[src/rtl/list_builder.sv]
// list_builder: write side of the linked-list subsystem.
// Turns an ordered element-pointer stream (lists closed by elem_last) into
// next-pointer link writes (addr -> next, 0 = end), and queues each finished
// list's {head pointer, length} in a small FIFO for the traversal side.
// Optional build macro: LIST_BUILDER_REPEAT_CHECK_EN adds a used-pointer map
// that drops any element already placed in a list since the last reset.
module list_builder #(
    parameter int unsigned N          = 16,
    parameter int unsigned WIDTH      = $clog2(N),
    parameter int unsigned HEAD_DEPTH = 4
) (
    input  logic             clk,
    input  logic             rst,
    input  logic [WIDTH-1:0] elem_ptr,
    input  logic             elem_last,
    input  logic             elem_vld,
    output logic             elem_rdy,
    output logic             lnk_we,
    output logic [WIDTH-1:0] lnk_wa,
    output logic [WIDTH-1:0] lnk_wd,
    output logic [WIDTH-1:0] head_ptr,
    output logic [WIDTH:0]   head_len,
    output logic             head_vld,
    input  logic             head_rdy,
    output logic             busy,
    output logic             err
);

    localparam int unsigned LEN_W   = WIDTH + 1;
    localparam int unsigned ENTRY_W = WIDTH + LEN_W;
    localparam int unsigned AW      = $clog2(HEAD_DEPTH);
    localparam int unsigned CNT_W   = AW + 1;

    typedef enum logic [1:0] {
        IDLE = 2'd0,
        MID  = 2'd1,
        TERM = 2'd2
    } state_t;

    // list-building state
    state_t             state_q;
    logic [WIDTH-1:0]   prev_q;
    logic [WIDTH-1:0]   head_q;
    logic [LEN_W-1:0]   len_q;

    // registered outputs
    logic               lnk_we_q;
    logic [WIDTH-1:0]   lnk_wa_q;
    logic [WIDTH-1:0]   lnk_wd_q;
    logic               busy_q;
    logic               err_q;

    // head/length FIFO
    logic [ENTRY_W-1:0] mem_q [HEAD_DEPTH];
    logic [AW-1:0]      rd_q;
    logic [AW-1:0]      wr_q;
    logic [CNT_W-1:0]   cnt_q;
    logic               head_vld_q;
    logic [WIDTH-1:0]   head_ptr_q;
    logic [LEN_W-1:0]   head_len_q;

    // combinational helpers
    logic               accept_c;
    logic               repeat_hit_c;
    logic               drop_c;
    logic               take_c;
    logic               pop_c;
    logic               full_c;
    logic               push_c;
    logic [ENTRY_W-1:0] push_data_c;
    logic [CNT_W-1:0]   cnt_d;
    logic [AW-1:0]      rd_d;
    logic [ENTRY_W-1:0] head_d;

`ifdef LIST_BUILDER_REPEAT_CHECK_EN
    logic [N-1:0]       used_q;
`endif

    assign elem_rdy = (state_q != TERM);
    assign lnk_we   = lnk_we_q;
    assign lnk_wa   = lnk_wa_q;
    assign lnk_wd   = lnk_wd_q;
    assign busy     = busy_q;
    assign err      = err_q;
    assign head_vld = head_vld_q;
    assign head_ptr = head_ptr_q;
    assign head_len = head_len_q;

    // Handshake decode, drop detection and FIFO next-state
    always_comb begin
        accept_c     = 1'b0;
        repeat_hit_c = 1'b0;
        drop_c       = 1'b0;
        take_c       = 1'b0;
        pop_c        = 1'b0;
        full_c       = 1'b0;
        push_c       = 1'b0;
        push_data_c  = {head_q, len_q};
        cnt_d        = cnt_q;
        rd_d         = rd_q;
        head_d       = '0;

        accept_c = elem_vld & (state_q != TERM);
`ifdef LIST_BUILDER_REPEAT_CHECK_EN
        repeat_hit_c = used_q[elem_ptr];
`endif
        drop_c = accept_c & ((elem_ptr == '0) | repeat_hit_c);
        take_c = accept_c & ~drop_c;

        pop_c  = head_vld_q & head_rdy;
        full_c = (cnt_q == CNT_W'(HEAD_DEPTH));
        // A pop in the same cycle frees the slot the terminator needs
        push_c = (state_q == TERM) & (~full_c | pop_c);

        cnt_d = cnt_q + CNT_W'(push_c) - CNT_W'(pop_c);
        rd_d  = pop_c ? (rd_q + AW'(1)) : rd_q;
        // New head comes from the entry being written when it lands in the read slot
        head_d = (push_c && (rd_d == wr_q)) ? push_data_c : mem_q[rd_d];
    end

    // List FSM: link writes, terminator, error pulse and busy flag
    always_ff @(posedge clk or posedge rst) begin
        if (rst) begin
            state_q  <= IDLE;
            prev_q   <= '0;
            head_q   <= '0;
            len_q    <= '0;
            lnk_we_q <= 1'b0;
            lnk_wa_q <= '0;
            lnk_wd_q <= '0;
            busy_q   <= 1'b0;
            err_q    <= 1'b0;
        end else begin
            lnk_we_q <= 1'b0;
            err_q    <= drop_c;
            case (state_q)
                IDLE: begin
                    if (take_c) begin
                        head_q  <= elem_ptr;
                        prev_q  <= elem_ptr;
                        len_q   <= LEN_W'(1);
                        busy_q  <= 1'b1;
                        state_q <= elem_last ? TERM : MID;
                    end
                end
                MID: begin
                    if (take_c) begin
                        lnk_we_q <= 1'b1;
                        lnk_wa_q <= prev_q;
                        lnk_wd_q <= elem_ptr;
                        prev_q   <= elem_ptr;
                        len_q    <= len_q + LEN_W'(1);
                        if (elem_last) begin
                            state_q <= TERM;
                        end
                    end else if (drop_c && elem_last) begin
                        state_q <= TERM;
                    end
                end
                TERM: begin
                    if (push_c) begin
                        lnk_we_q <= 1'b1;
                        lnk_wa_q <= prev_q;
                        lnk_wd_q <= '0;
                        busy_q   <= 1'b0;
                        state_q  <= IDLE;
                    end
                end
                default: begin
                    state_q <= IDLE;
                    busy_q  <= 1'b0;
                end
            endcase
        end
    end

    // FIFO pointers, occupancy and registered head entry
    always_ff @(posedge clk or posedge rst) begin
        if (rst) begin
            rd_q       <= '0;
            wr_q       <= '0;
            cnt_q      <= '0;
            head_vld_q <= 1'b0;
            head_ptr_q <= '0;
            head_len_q <= '0;
        end else begin
            cnt_q      <= cnt_d;
            rd_q       <= rd_d;
            head_vld_q <= (cnt_d != '0);
            if (push_c) begin
                wr_q <= wr_q + AW'(1);
            end
            if (cnt_d != '0) begin
                {head_ptr_q, head_len_q} <= head_d;
            end
        end
    end

    // FIFO storage; contents are don't-care until written
    always_ff @(posedge clk) begin
        if (push_c) begin
            mem_q[wr_q] <= push_data_c;
        end
    end

`ifdef LIST_BUILDER_REPEAT_CHECK_EN
    // Used-pointer map, cleared only by reset
    always_ff @(posedge clk or posedge rst) begin
        if (rst) begin
            used_q <= '0;
        end else if (take_c) begin
            used_q[elem_ptr] <= 1'b1;
        end
    end
`endif

endmodule

[config.mk]
export PLATFORM = sky130hd
export DESIGN_NAME = list_builder
export DESIGN_NICKNAME = d
export VERILOG_FILES = /design/src/rtl/list_builder.sv
export SDC_FILE = /design/constraint.sdc
export NUM_CORES = 1
export LEC_CHECK = 0
export ABC_AREA = 1
export CELL_PAD_IN_SITES_DETAIL_PLACEMENT = 0
export CELL_PAD_IN_SITES_GLOBAL_PLACEMENT = 1
export CORE_MARGIN = 2
export CORE_UTILIZATION = 40
export CTS_BUF_LIST = sky130_fd_sc_hd__clkbuf_4
export CTS_CLUSTER_DIAMETER = 150
export DETAILED_ROUTE_END_ITERATION = 16
export PLACE_DENSITY = 0.79
export SYNTH_ARGS = -nofsm -noshare
export SYNTH_HDL_FRONTEND = slang
export SYNTH_SLANG_ARGS = --single-unit
[constraint.sdc]
create_clock -name clk -period 4.66 [get_ports clk]
set_input_delay 0.466 -clock clk [delete_from_list [all_inputs] [get_ports clk]]
set_output_delay 0.466 -clock clk [all_outputs]
set_load 0.005 [all_outputs]
# Word-level counts from Yosys, hierarchy flattened

Memory sizes are Yosys's and may differ from the RTL's. A register that Yosys moved wholly into a read port is not among the register bits.
Cells that the tools add are included.

Bits in read-only memories: 0
Latch bits: 0
RAM bits: 36
Memories: 1
Output and inout bits: 22
Input port bits: 9
Register bits after elaboration: 34
Word-level logic and storage cells: 74

Divide/modulo/power cells: 0
Equality and inequality tests: 9
Shifts and indexed selects: 0
Reductions and logical operators: 13
Multipliers: 0
Multiplexer cells: 24
Order comparisons: 0
$add $sub $neg: 5
Bitwise gates (word level): 9

Memory list:

| name  | words | width | rd ports | clocked after memory_dff | write ports | line | RTL |
|---|---|---|---|---|---|---|---|
| mem_q | 4     | 9     | 1        | 1                        | 1           | 54   | `logic [ENTRY_W-1:0] mem_q [HEAD_DEPTH];` |

Operators by type and width:

| kind                  | number |
|---|---|
| $mux W4               | 4 |
| $pmux W4 S2           | 2 |
| $mux W2               | 7 |
| $mux W5               | 2 |
| $pmux W5 S2           | 1 |
| $reduce_and A3 Y1     | 3 |
| $ne A2 B2 Y1 const B  | 4 |
| $ne A3 B3 Y1 const B  | 2 |
| $pmux W2 S3           | 1 |
| $add A5 B1 Y5 const B | 1 |
| $and A1 B1 Y1         | 5 |
| $mux W1               | 5 |
| $add A2 B1 Y2 const B | 2 |
| $logic_not A4 Y1      | 1 |
| $reduce_and A2 Y1     | 2 |
| $reduce_and A4 Y1     | 1 |
| $reduce_bool A2 Y1    | 2 |
| $add A3 B1 Y3         | 1 |
| $eq A3 B3 Y1 const B  | 1 |
| $not A1 Y1            | 3 |
| $pmux W1 S3           | 1 |
| $reduce_bool A3 Y1    | 1 |
| $sub A3 B1 Y3         | 1 |
| $eq A2 B1 Y1 const B  | 1 |
| other kinds (6)       | 6 |

# Logic depth before layout (Yosys ltp)

Gate-level depths: netlist (run 1).

Depth in word-level cells: 7
Gate-level depth with buffers: 14

# Worst setup path after synthesis (run 1)

Ideal clock, no wire load.

Kind: flip-flop to flip-flop
Start point: register state_q[0]
End point: register head_len_q[0], in the netlist head_len[0], read port of mem_q
Slack: 2.239 ns
Required time: 4.543 ns
Arrival time: 2.303 ns
Cell stages (with the launch flop): 13
Buffers on the path: 0
Cell sequence: dfrtp_1 -> inv_1 -> ha_1 -> nand2_2 -> ha_1 -> inv_1 -> ha_1 -> fa_1 -> nand3b_1 -> nand3_1 -> clkinv_1 -> nand2_1 -> nand2_1

Longest elaborated chain between the ends: 5

RTL lines:

| element                  | line | RTL |
|---|---|---|
| start: declaration       | 41   | `state_t state_q;` |
| start signal: assignment | 143  | `state_q <= elem_last ? TERM : MID;` |
| $eq A2 B2 Y1             | 113  | `push_c = (state_q == TERM) & (~full_c \| pop_c);` |
| $and A1 B1 Y1            | 113  |  |
| $add A3 B1 Y3            | 115  | `cnt_d = cnt_q + CNT_W'(push_c) - CNT_W'(pop_c);` |
| $sub A3 B1 Y3            | 115  |  |
| $reduce_bool A3 Y1       | 193  | `if (cnt_d != '0) begin` |
| end: declaration         | 60   | `logic [LEN_W-1:0] head_len_q;` |

No other way between the ends.
A chain may end at the register's enable or synchronous reset.

# Worst setup path after layout (run 1)

Start point: input head_rdy
End point: register head_ptr_q[2], in the netlist head_ptr[2], read port of mem_q

Longest elaborated chain between the ends: 6
Elaborated cells between the ends (all ways): 7
Classes of those cells: 2 x add/sub; 1 x mux; 3 x bitwise; 1 x reduce/logical

RTL lines:

| element            | line | RTL |
|---|---|---|
| start: declaration | 24   | `input logic head_rdy,` |
| $and A1 B1 Y1 (*)  | 110  | `pop_c = head_vld_q & head_rdy;` |
| $or A1 B1 Y1       | 113  |  |
| $and A1 B1 Y1      | 113  |  |
| $add A3 B1 Y3      | 115  |  |
| $sub A3 B1 Y3      | 115  |  |
| $reduce_bool A3 Y1 | 193  |  |
| end: declaration   | 59   | `logic [WIDTH-1:0] head_ptr_q;` |

Every way passes the cells marked *; elsewhere a longest branch is shown, timed or not.

==> results of run 1 <==
-- power by group through the flow --
| stage | Clock, W | Sequential (W) | Combinational (W) |
|---|---|---|---|
| finish | 0.000336 | 0.00115 | 0.00134 |
| global route | 0.000376 | 0.00117 | 0.00152 |
| CTS | 0.000350 | 0.00115 | 0.00136 |
| detailed placement | 0 | 0.00116 | 0.00136 |
| global placement | 0 | 0.00116 | 0.00132 |
| floorplan | 0 | 0.00113 | 0.000998 |
-- per-layer routing --
metal | vias up | track usage (%)
li1 | 1245 | -
met5 | - | 0
met4 | 0 | 6.43
met1 | 1211 | 21.0
met2 | 45 | 26.5
met3 | 10 | 2.43
-- stage by stage --
step / hold slack [ns] / utilization [%] / instances / area (µm²) / power [W]
6_report: 0.461 / 45.7 / 505 / 4190 / 0.00282
5_1_grt: 0.519 / 45.7 / 505 / 4190 / 0.00307
4_1_cts: 0.475 / 45.7 / 505 / 4190 / 0.00286
3_5_place_dp: 0.472 / 44.6 / 489 / 4080 / 0.00252
3_3_place_gp: 0.466 / 44.6 / 489 / 4080 / 0.00248
2_1_floorplan: 0.473 / - / 355 / 3740 / 0.00212
-- Yosys cell counts, types with 2 or more instances --
cell      count
a21oi_1       3
o22ai_1       3
nand3_1      61
edfxtp_1     36
inv_2         2
inv_1        37
o21ai_0      10
nor2_1       10
dfrtp_1      43
nand2_2      17
nand2_4       4
nand2_1      78
ha_1         10
buf_6         5
nand3_2       3
o21ai_2      11
clkbuf_8      2
xor2_1        3
nand3_4       2
-- sequential cells by signal (all words and copies together), names as in the netlist, 2 cells and up --
name,flops
lnk_wa,4
state_q,2
head_len,5
wr_q,2
head_ptr,4
mem_q,36
cnt_q,3
head_q,4
rd_q,2
len_q,5
lnk_wd,4
prev_q,4
-- worst max-delay path, delay by kind of cell --
family / cells / cell delay (ns)
simple gates: 7 / 1.12
buf+inv: 3 / 0.93
fa+ha+maj: 3 / 0.89
-- kinds of logic after synthesis --
logic type                 after synthesis  synth area share, %
buffers and inverters                   50                 7.17
xor gates and xnor gates                 4                0.938
adders and majority gates               11                 3.88
DFF                                     79                 57.7
and+or+nand+nor                        182                 25.1
AOI/OAI and AO/OA                       29                 5.22
-- path summary, 6_finish.rpt --
check                                                to  depth (start not counted)              startpoint  slack [ns]
min in group clk                  lnk_wa[3]$_DFFE_PP0P_                          2   lnk_wa[3]$_DFFE_PP0P_        0.50
worst max-delay path            head_ptr[2]$_DFFE_PP0P_                         13                head_rdy        1.58
worst max register to register  head_ptr[2]$_DFFE_PP0P_                         12  state_q[0]$_DFFE_PP0P_        1.59
worst min register to register    lnk_wa[3]$_DFFE_PP0P_                          2   lnk_wa[3]$_DFFE_PP0P_        0.50
worst min-delay path                   lnk_we$_DFF_PP0_                          3                     rst        0.46
max in group asynchronous          len_q[1]$_DFFE_PP0P_                          3                     rst        3.80
-- cell usage in the layout, fill, tap and decap left out, types with 10 or more instances in the layout --
cell type / n
clkdlybuf4s50_1: 30
dfrtp_1: 43
edfxtp_1: 36
ha_1: 10
inv_1: 36
nand2_1: 78
nand2_2: 17
nand3_1: 61
nor2_1: 10
o21ai_0: 10
o21ai_2: 11
-- layout make-up --
cell class	instances	area, µm²
timing repair buffer	32	315
inverter	41	156
clock inverter	7	40.0
sequential	79	2160
clock buffer	9	67.6
multi-input combinational	226	1310
fill	857	4970
tap	111	139
==> results.sh, run 1 <==
export IMPL_status="completed"
export IMPL_die_area_um2=10100
export IMPL_grt_pass1_wl_um=12300
export IMPL_row_count=35
export IMPL_cap_violations=0
export IMPL_clock_fmax_ghz=0.325
export IMPL_io_pins=31
export IMPL_yosysWarnings=0
export IMPL_dp_final_hpwl_um=5200
export IMPL_numCtsBuffers=9
export IMPL_cts_resized=0
export IMPL_dp_slack_ns=1.13
export IMPL_grt_max_degree=44
export IMPL_via_per_inst=4.97
export IMPL_cpMostUsedCell="nand2_1"
export IMPL_clock_path_buffers=2
export IMPL_route_vias_total=2511
export IMPL_grt_pass1_vias=2526
export IMPL_rsz0062_at_grt="false"
export IMPL_die_h_um=101
export IMPL_cts_tree="done"
export IMPL_clkTransAtPathRegs_ns=0.13
export IMPL_cts_htree_levels=3
export IMPL_crit_required_ns=4.98
export IMPL_ys_types=34
export IMPL_synth_edf_count=36
export IMPL_synthFlopType="dfrtp_1"
export IMPL_comb_power_share_pct=47.5
export IMPL_setup_viol_count_final=0
export IMPL_drive_gt1_share_pct=15.7
export IMPL_ys_seq_elements=79
export IMPL_period_needed_ns=3.08
export IMPL_maxSlewHeadroom_pct=35.0
export IMPL_synth_top_area_share_pct=28.9
export IMPL_insertion_delay_ns=0.42
export IMPL_cts_root_buf="clkbuf_4"
export IMPL_first_pass_iters=6
export IMPL_route_detailed_drc=0
export IMPL_power_frac_clock_pct=11.9
export IMPL_cp_cell_sequence="clkdlybuf4s50_1 -> nand2_2 -> nand2_1 -> nand2_2 -> ha_1 -> inv_1 -> ha_1 -> fa_1 -> nand3b_1 -> nand3_1 -> clkinv_1 -> nand2_1 -> nand2_1"
export IMPL_ant_nets=0
export IMPL_drt_initial_drc_count=119
export IMPL_crit_path_top_delay_cell="clkdlybuf4s50_1"
export IMPL_portBuffers=30
export IMPL_ys_top_cells_by_area="edfxtp_1 (29%), dfrtp_1 (29%), nand3_1 (8.2%), nand2_1 (7.8%), inv_1 (3.7%)"
export IMPL_wl_met3_um=266
export IMPL_hold_buffers=0
export IMPL_cts_sinks=79
export IMPL_cp_data_arrival_time_ns=3.40
export IMPL_grt_use_total_pct=16.0
export IMPL_syn_to_final_growth_pct=12.1
export IMPL_path_class="in -> reg"
export IMPL_postCtsSetupRepairBufs=0
export IMPL_gp_congestion=0.784
export IMPL_initial_core_util_pct=40.8
export IMPL_highest_layer="met4"
export IMPL_async_flop_share_pct=54.4
export IMPL_die_w_um=101
export IMPL_antenna_cells=0
export IMPL_syn_area_um2=3740
export IMPL_period_share_pct=66.1
export IMPL_met2_length_um=3740
export IMPL_syn_nets=375
export IMPL_yosysTopAreaCell="edfxtp_1"
export IMPL_switching_power_w=0.00121
export IMPL_nets=409
export IMPL_ys_seq_area_share_pct=57.7
export IMPL_path_max_fanout=11
export IMPL_syn_avg_cell_area_um2=10.5
export IMPL_irDropWorstVdd_mv=0.253
export IMPL_hold_viol_final=0
export IMPL_grt_overflow=0
export IMPL_cp_start_kind="input pin"
export IMPL_intPower_w=0.00161
export IMPL_fin_skew_ns=0.0181
export IMPL_wl_met1_um=3310
export IMPL_endpoint_kind="flip-flop"
export IMPL_slew_violations=0
export IMPL_setup_tns_ns=0
export IMPL_power_leakage_nw=1.82
export IMPL_finalWorstSetupSlack_ns=1.58
export IMPL_max_stage_delay_ns=0.53
export IMPL_wire_per_inst_um=14.7
export IMPL_totalWireLength_um=7420
export IMPL_antenna_found_initial=0
export IMPL_worst_slew_pin_slew_ns=0.971
export IMPL_swShare_pct=42.8
export IMPL_syn_inst=355
export IMPL_hold_class="in -> async"
export IMPL_powerDensity_nw_per_um2=674
export IMPL_p_seq_share_pct=40.6
export IMPL_core_um2=9150
No activity file was read; power rests on OpenSTA's default activity.
==> run 2: changes to the inputs <==
Clock period 4.66 ns to 3.1 ns, I/O delays scaled along.
==> run 2 against run 1 <==
Combinational power rose by 54%. Global-route usage rose by 0.21 points. Critical path depth shrank 1. Largest cell class unchanged. Critical endpoint is now head_len[2]$_DFFE_PP0P_. Final cell count up 1.6%.
==> results.sh, run 2 (synthesis gave the netlist of run 1 again) <==
export IMPL_status="completed"
export IMPL_hold_buffers=0
export IMPL_rrSetupSlack_ns=0.56
export IMPL_die_h_um=101
export IMPL_post_route_util_pct=46.4
export IMPL_grt_overflow=0
export IMPL_power_leakage_nw=1.86
export IMPL_setup_tns_ns=0
export IMPL_cts_htree_levels=3
export IMPL_nets=417
export IMPL_layout_commonest_cell="nand2_1"
export IMPL_setup_viol_count_final=0
export IMPL_cts_root_buf="clkbuf_4"
export IMPL_seqCellArea_um2=2160
export IMPL_postCtsSetupRepairBufs=0
export IMPL_hold_viol_final=0
export IMPL_numCtsBuffers=9
export IMPL_core_um2=9150
export IMPL_totalWireLength_um=7300
export IMPL_max_flop_register="mem_q"
export IMPL_grt_max_degree=30
export IMPL_cts_resized=0
export IMPL_row_count=35
export IMPL_first_pass_iters=4
export IMPL_cap_violations=0
export IMPL_route_vias_total=2525
export IMPL_insertion_delay_ns=0.41
export IMPL_wire_per_inst_um=14.2
export IMPL_stdcell_count=513
export IMPL_portBuffers=30
export IMPL_syn_to_final_growth_pct=13.8
export IMPL_via_per_inst=4.92
export IMPL_powerDensity_nw_per_um2=1010
export IMPL_drt_initial_drc_count=75
export IMPL_rsz0062_at_grt="false"
export IMPL_grt_pass1_wl_um=12600
export IMPL_multi_input_area_um2=1310
export IMPL_path_max_fanout=9
export IMPL_route_detailed_drc=0
export IMPL_worst_slew_pin_slew_ns=1.06
export IMPL_cts_sinks=79
export IMPL_irDropWorstVdd_mv=0.374
export IMPL_fillers=857
export IMPL_r2r_start="state_q[0]$_DFFE_PP0P_"
export IMPL_place_inst=497
export IMPL_worstReg2RegEnd="head_len[2]$_DFFE_PP0P_"
export IMPL_mostFrequentLayoutCells="nand2_1 (78), nand3_1 (61), dfrtp_1 (43)"
export IMPL_largest_reg_flops=36
export IMPL_ff2ff_path_depth=12
export IMPL_drive_gt1_share_pct=17.2
export IMPL_cts_tree="done"
export IMPL_dp_slack_ns=0.231
export IMPL_io_pins=31
export IMPL_cp_start_kind="flip-flop"
export IMPL_grt_pass1_vias=2591
export IMPL_die_area_um2=10100
export IMPL_hold_class="in -> async"
export IMPL_clkTransAtPathRegs_ns=0.13
export IMPL_crit_required_ns=3.40
export IMPL_gp_congestion=0.764
export IMPL_antenna_cells=0
export IMPL_finalWorstSetupSlack_ns=0.564
export IMPL_initial_core_util_pct=40.8
export IMPL_clock_fmax_ghz=0.394
export IMPL_period_share_pct=81.8
export IMPL_ant_nets=0
export IMPL_path_class="reg -> reg"
export IMPL_maxSlewHeadroom_pct=29.1
export IMPL_dp_final_hpwl_um=5180
export IMPL_cp_data_arrival_time_ns=2.83
export IMPL_fin_skew_ns=0.0138
export IMPL_slew_violations=0
export IMPL_antenna_found_initial=0
export IMPL_die_w_um=101
export IMPL_clock_path_buffers=2
export IMPL_grt_use_total_pct=16.2
export IMPL_endpoint_kind="flip-flop"
export IMPL_period_needed_ns=2.54
run 2: cell types whose count changed in the layout (fill, tap and decap cells not counted):
cell / change
clkinv_2: -3
clkinv_4: -1
clkbuf_4: +1
inv_6: +1
buf_4: +8
clkinv_1: +1
clkinvlp_4: +1
run 2: how the worst max path moves through the flow:
stage	start	end	slack, ns	cells past startpoint
final	state_q[0]$_DFFE_PP0P_	head_len[2]$_DFFE_PP0P_	0.56	12
after global routing	state_q[0]$_DFFE_PP0P_	head_len[2]$_DFFE_PP0P_	0.29	12
after CTS	state_q[0]$_DFFE_PP0P_	head_ptr[0]$_DFFE_PP0P_	0.51	12
after detailed placement	head_rdy	head_ptr[0]$_DFFE_PP0P_	0.23	13
after global placement	head_rdy	head_len[1]$_DFFE_PP0P_	0.29	13
after floorplan	state_q[0]$_DFFE_PP0P_	head_len[0]$_DFFE_PP0P_	0.68	12
run 2: worst max-delay path, stage by stage (launching register included):
cell and delay [ns]:
dfrtp_1 0.42, inv_1 0.09, ha_1 0.23, nand2_2 0.08
ha_1 0.27, inv_1 0.04, ha_1 0.18, fa_1 0.37
nand3b_1 0.19, nand3_1 0.14, clkinv_1 0.24, nand2_1 0.12
nand2_1 0.06
run 2: where the power goes:
part           internal, W  switching (W)
Sequential         0.00150       0.000213
Combinational     0.000818        0.00125
Clock             0.000170       0.000353
run 2: area by class of cell:
cell class | count | share of cell area [%]
inverters | 41 | 3.68
well taps | 111 | 3.27
clock inverters | 6 | 0.854
multi-input cells | 226 | 30.9
repair buffers | 40 | 8.83
flip-flops and latches | 79 | 50.8
clock buffers | 10 | 1.77
run 2: per-stage QoR:
step                cell area [µm²]  hold WS, ns  power, W
floorplan                      3740        0.431   0.00319
CTS                            4250        0.323   0.00435
finish                         4250        0.318   0.00430
detailed placement             4140        0.472   0.00383
global placement               4140        0.471   0.00378
global route                   4250        0.340   0.00471
run 2: routing by layer:
metal	vias up	routed length [µm]	global-route usage, %
li1	1262	-	-
met1	1215	3520	21.7
met2	40	3530	26.3
met3	8	158	2.77
met4	0	98	6.11
met5	-	0	0
==> run 3: changes to the inputs <==
Settings changed: PLACE_DENSITY 0.79 to 0.81.
Clock period 3.1 ns to 2.29 ns, I/O delays scaled along.
==> run 3 against run 2 <==
The run now ends with setup timing left. Power up 54%. Register-to-register slack got worse by 0.57 ns. Clock-buffer cell count unchanged. First-iteration DRC count up 85%. Clock skew is 0.0086 ns lower. Die area unchanged. Largest power group unchanged. Setup slack got worse by 0.57 ns. Global-route usage grew 0.66 points. Fmax increased by 10%. Non-clock buffer count grew 17. Final cell count is 3.3% higher. Design area increased by 7.5%. Highest routed layer unchanged.
==> results.sh, run 3 (synthesis gave the netlist of run 1 again) <==
export IMPL_status="complete, but fails checks"
export IMPL_failed_checks="setup timing"
export IMPL_highest_layer="met4"
export IMPL_die_area_um2=10100
export IMPL_via_per_inst=4.93
export IMPL_cap_violations=0
export IMPL_crit_required_ns=2.60
export IMPL_grt_max_degree=20
export IMPL_irDropWorstVdd_mv=0.591
export IMPL_wire_per_inst_um=14.9
export IMPL_ff2ff_path_depth=12
export IMPL_hold_class="in -> async"
export IMPL_grt_pass1_vias=2597
export IMPL_grt_use_total_pct=16.8
export IMPL_totalWireLength_um=7920
export IMPL_max_flop_register="mem_q"
export IMPL_period_share_pct=100
export IMPL_clock_fmax_ghz=0.435
export IMPL_portBuffers=30
export IMPL_hold_ws_ns=0.127
export IMPL_layout_commonest_cell="nand2_1"
export IMPL_rrSetupSlack_ns=-0.009
export IMPL_die_w_um=101
export IMPL_swShare_pct=42.5
export IMPL_setup_tns_ns=-0.0158
export IMPL_io_pins=31
export IMPL_antenna_cells=0
export IMPL_path_class="reg -> reg"
export IMPL_cp_data_arrival_time_ns=2.61
export IMPL_worst_slew_pin_slew_ns=0.455
export IMPL_cp_start_kind="flip-flop"
export IMPL_setup_viol_count_final=2
export IMPL_path_max_fanout=5
export IMPL_max_stage_delay_ns=0.49
export IMPL_hold_buffers=0
export IMPL_largest_reg_flops=36
export IMPL_first_pass_iters=5
export IMPL_switching_power_w=0.00282
export IMPL_hold_viol_final=0
export IMPL_ant_nets=0
export IMPL_drt_initial_drc_count=139
export IMPL_core_um2=9150
export IMPL_dp_final_hpwl_um=5440
export IMPL_clkTransAtPathRegs_ns=0.12
export IMPL_p_seq_share_pct=35.6
export IMPL_grt_pass1_wl_um=12900
export IMPL_power_frac_clock_pct=10.6
export IMPL_mostFrequentLayoutCells="nand2_1 (70), nand3_1 (52), dfrtp_1 (43)"
export IMPL_initial_core_util_pct=40.8
export IMPL_insertion_delay_ns=0.41
export IMPL_maxSlewHeadroom_pct=69.6
export IMPL_antenna_found_initial=0
export IMPL_syn_to_final_growth_pct=22.3
export IMPL_cts_tree="done"
export IMPL_rsz0062_at_grt="true"
export IMPL_route_vias_total=2613
export IMPL_post_route_util_pct=49.9
export IMPL_cp_cell_sequence="inv_2 -> ha_4 -> nand2_4 -> ha_4 -> inv_2 -> ha_4 -> fa_2 -> nor2_4 -> nand3_4 -> buf_6 -> nand3_4 -> nand2_2"
export IMPL_cpMostUsedCell="ha_4"
export IMPL_power_leakage_nw=2.00
export IMPL_crit_path_top_delay_cell="fa_2"
export IMPL_numCtsBuffers=9
export IMPL_drive_gt1_share_pct=27.7
export IMPL_die_h_um=101
export IMPL_finalWorstSetupSlack_ns=-0.00851
export IMPL_powerDensity_nw_per_um2=1450
export IMPL_gp_congestion=0.825
export IMPL_row_count=35
export IMPL_clock_path_buffers=2
export IMPL_fin_skew_ns=0.00518
export IMPL_power_w=0.00663
export IMPL_nets=435
export IMPL_cts_root_buf="clkbuf_4"
export IMPL_intPower_w=0.00381
export IMPL_slew_violations=0
export IMPL_met2_length_um=3900
export IMPL_cts_sinks=79
export IMPL_wl_met3_um=243
export IMPL_comb_power_share_pct=53.8
export IMPL_grt_overflow=0
export IMPL_wl_met1_um=3640
export IMPL_endpoint_kind="flip-flop"
export IMPL_period_needed_ns=2.30
export IMPL_cts_htree_levels=3
export IMPL_route_detailed_drc=0
run 3: cell types whose count changed in the layout (fill, tap and decap cells not counted), moves of 3 or more:
cell,previous run,this run
ha_1,10,7
nand2_1,78,70
inv_2,2,6
clkinv_1,4,0
nand3_1,61,52
buf_4,10,21
inv_1,36,33
buf_6,0,5
nand2_2,17,23
nand3_2,3,10
ha_4,0,3
run 3: power by group through the flow:
| stage | Clock [W] | Combinational, W | Sequential, W |
|---|---|---|---|
| 6_report | 0.000703 | 0.00356 | 0.00236 |
| 5_1_grt | 0.000780 | 0.00396 | 0.00241 |
| 4_1_cts | 0.000721 | 0.00322 | 0.00235 |
| 3_5_place_dp | 0 | 0.00298 | 0.00237 |
| 3_3_place_gp | 0 | 0.00289 | 0.00235 |
| 2_1_floorplan | 0 | 0.00206 | 0.00230 |
run 3: layout make-up:
| class | instances | area, µm² |
|---|---|---|
| repair inverters | 1 | 11.3 |
| clock inverters | 5 | 36.3 |
| flip-flops and latches | 79 | 2160 |
| inverters | 41 | 159 |
| fillers | 825 | 4580 |
| clock buffers | 10 | 75.1 |
| multi-input cells | 226 | 1460 |
| well taps | 111 | 139 |
| repair buffers | 57 | 534 |
run 3: timing repair:
item	4_1_cts	5_1_grt
gates cloned	2	0
setup endpoints to repair	9	9
pin swaps	5	17
gates resized for setup	14	25
endpoints found under the hold margin	0	0
buffers inserted	2	2
run 3: path summary, 6_finish.rpt:
check,to,startpoint
hold reg to reg,head_ptr[0]$_DFFE_PP0P_,head_ptr[0]$_DFFE_PP0P_
min in group clk,err$_DFF_PP0_,elem_vld
hold / removal,state_q[1]$_DFFE_PP0P_,rst
setup reg to reg,head_len[2]$_DFFE_PP0P_,state_q[0]$_DFFE_PP0P_
max in group asynchronous,lnk_wa[1]$_DFFE_PP0P_,rst
setup / recovery,head_len[2]$_DFFE_PP0P_,state_q[0]$_DFFE_PP0P_
run 3: critical path, delay by kind of cell (launching register included):
| family | cells | cell delay, ns |
|---|---|---|
| simple gates | 5 | 0.44 |
| flops | 1 | 0.41 |
| buf+inv | 3 | 0.29 |
| fa+ha+maj | 4 | 1.05 |
run 3: stage by stage:
stage | cells | worst slack (ns) | instance area, µm²
after floorplan | 355 | -0.00848 | 3760
after global placement | 509 | -0.295 | 4270
after detailed placement | 509 | -0.397 | 4270
after CTS | 528 | 0.00665 | 4450
after global routing | 530 | -0.0918 | 4570
final | 530 | -0.00851 | 4570
run 3: per-layer routing:
metal | up-vias | GRT usage, %
li1 | 1304 | -
met1 | 1246 | 22.0
met2 | 49 | 27.5
met3 | 14 | 3.26
met4 | 0 | 6.95
met5 | - | 0
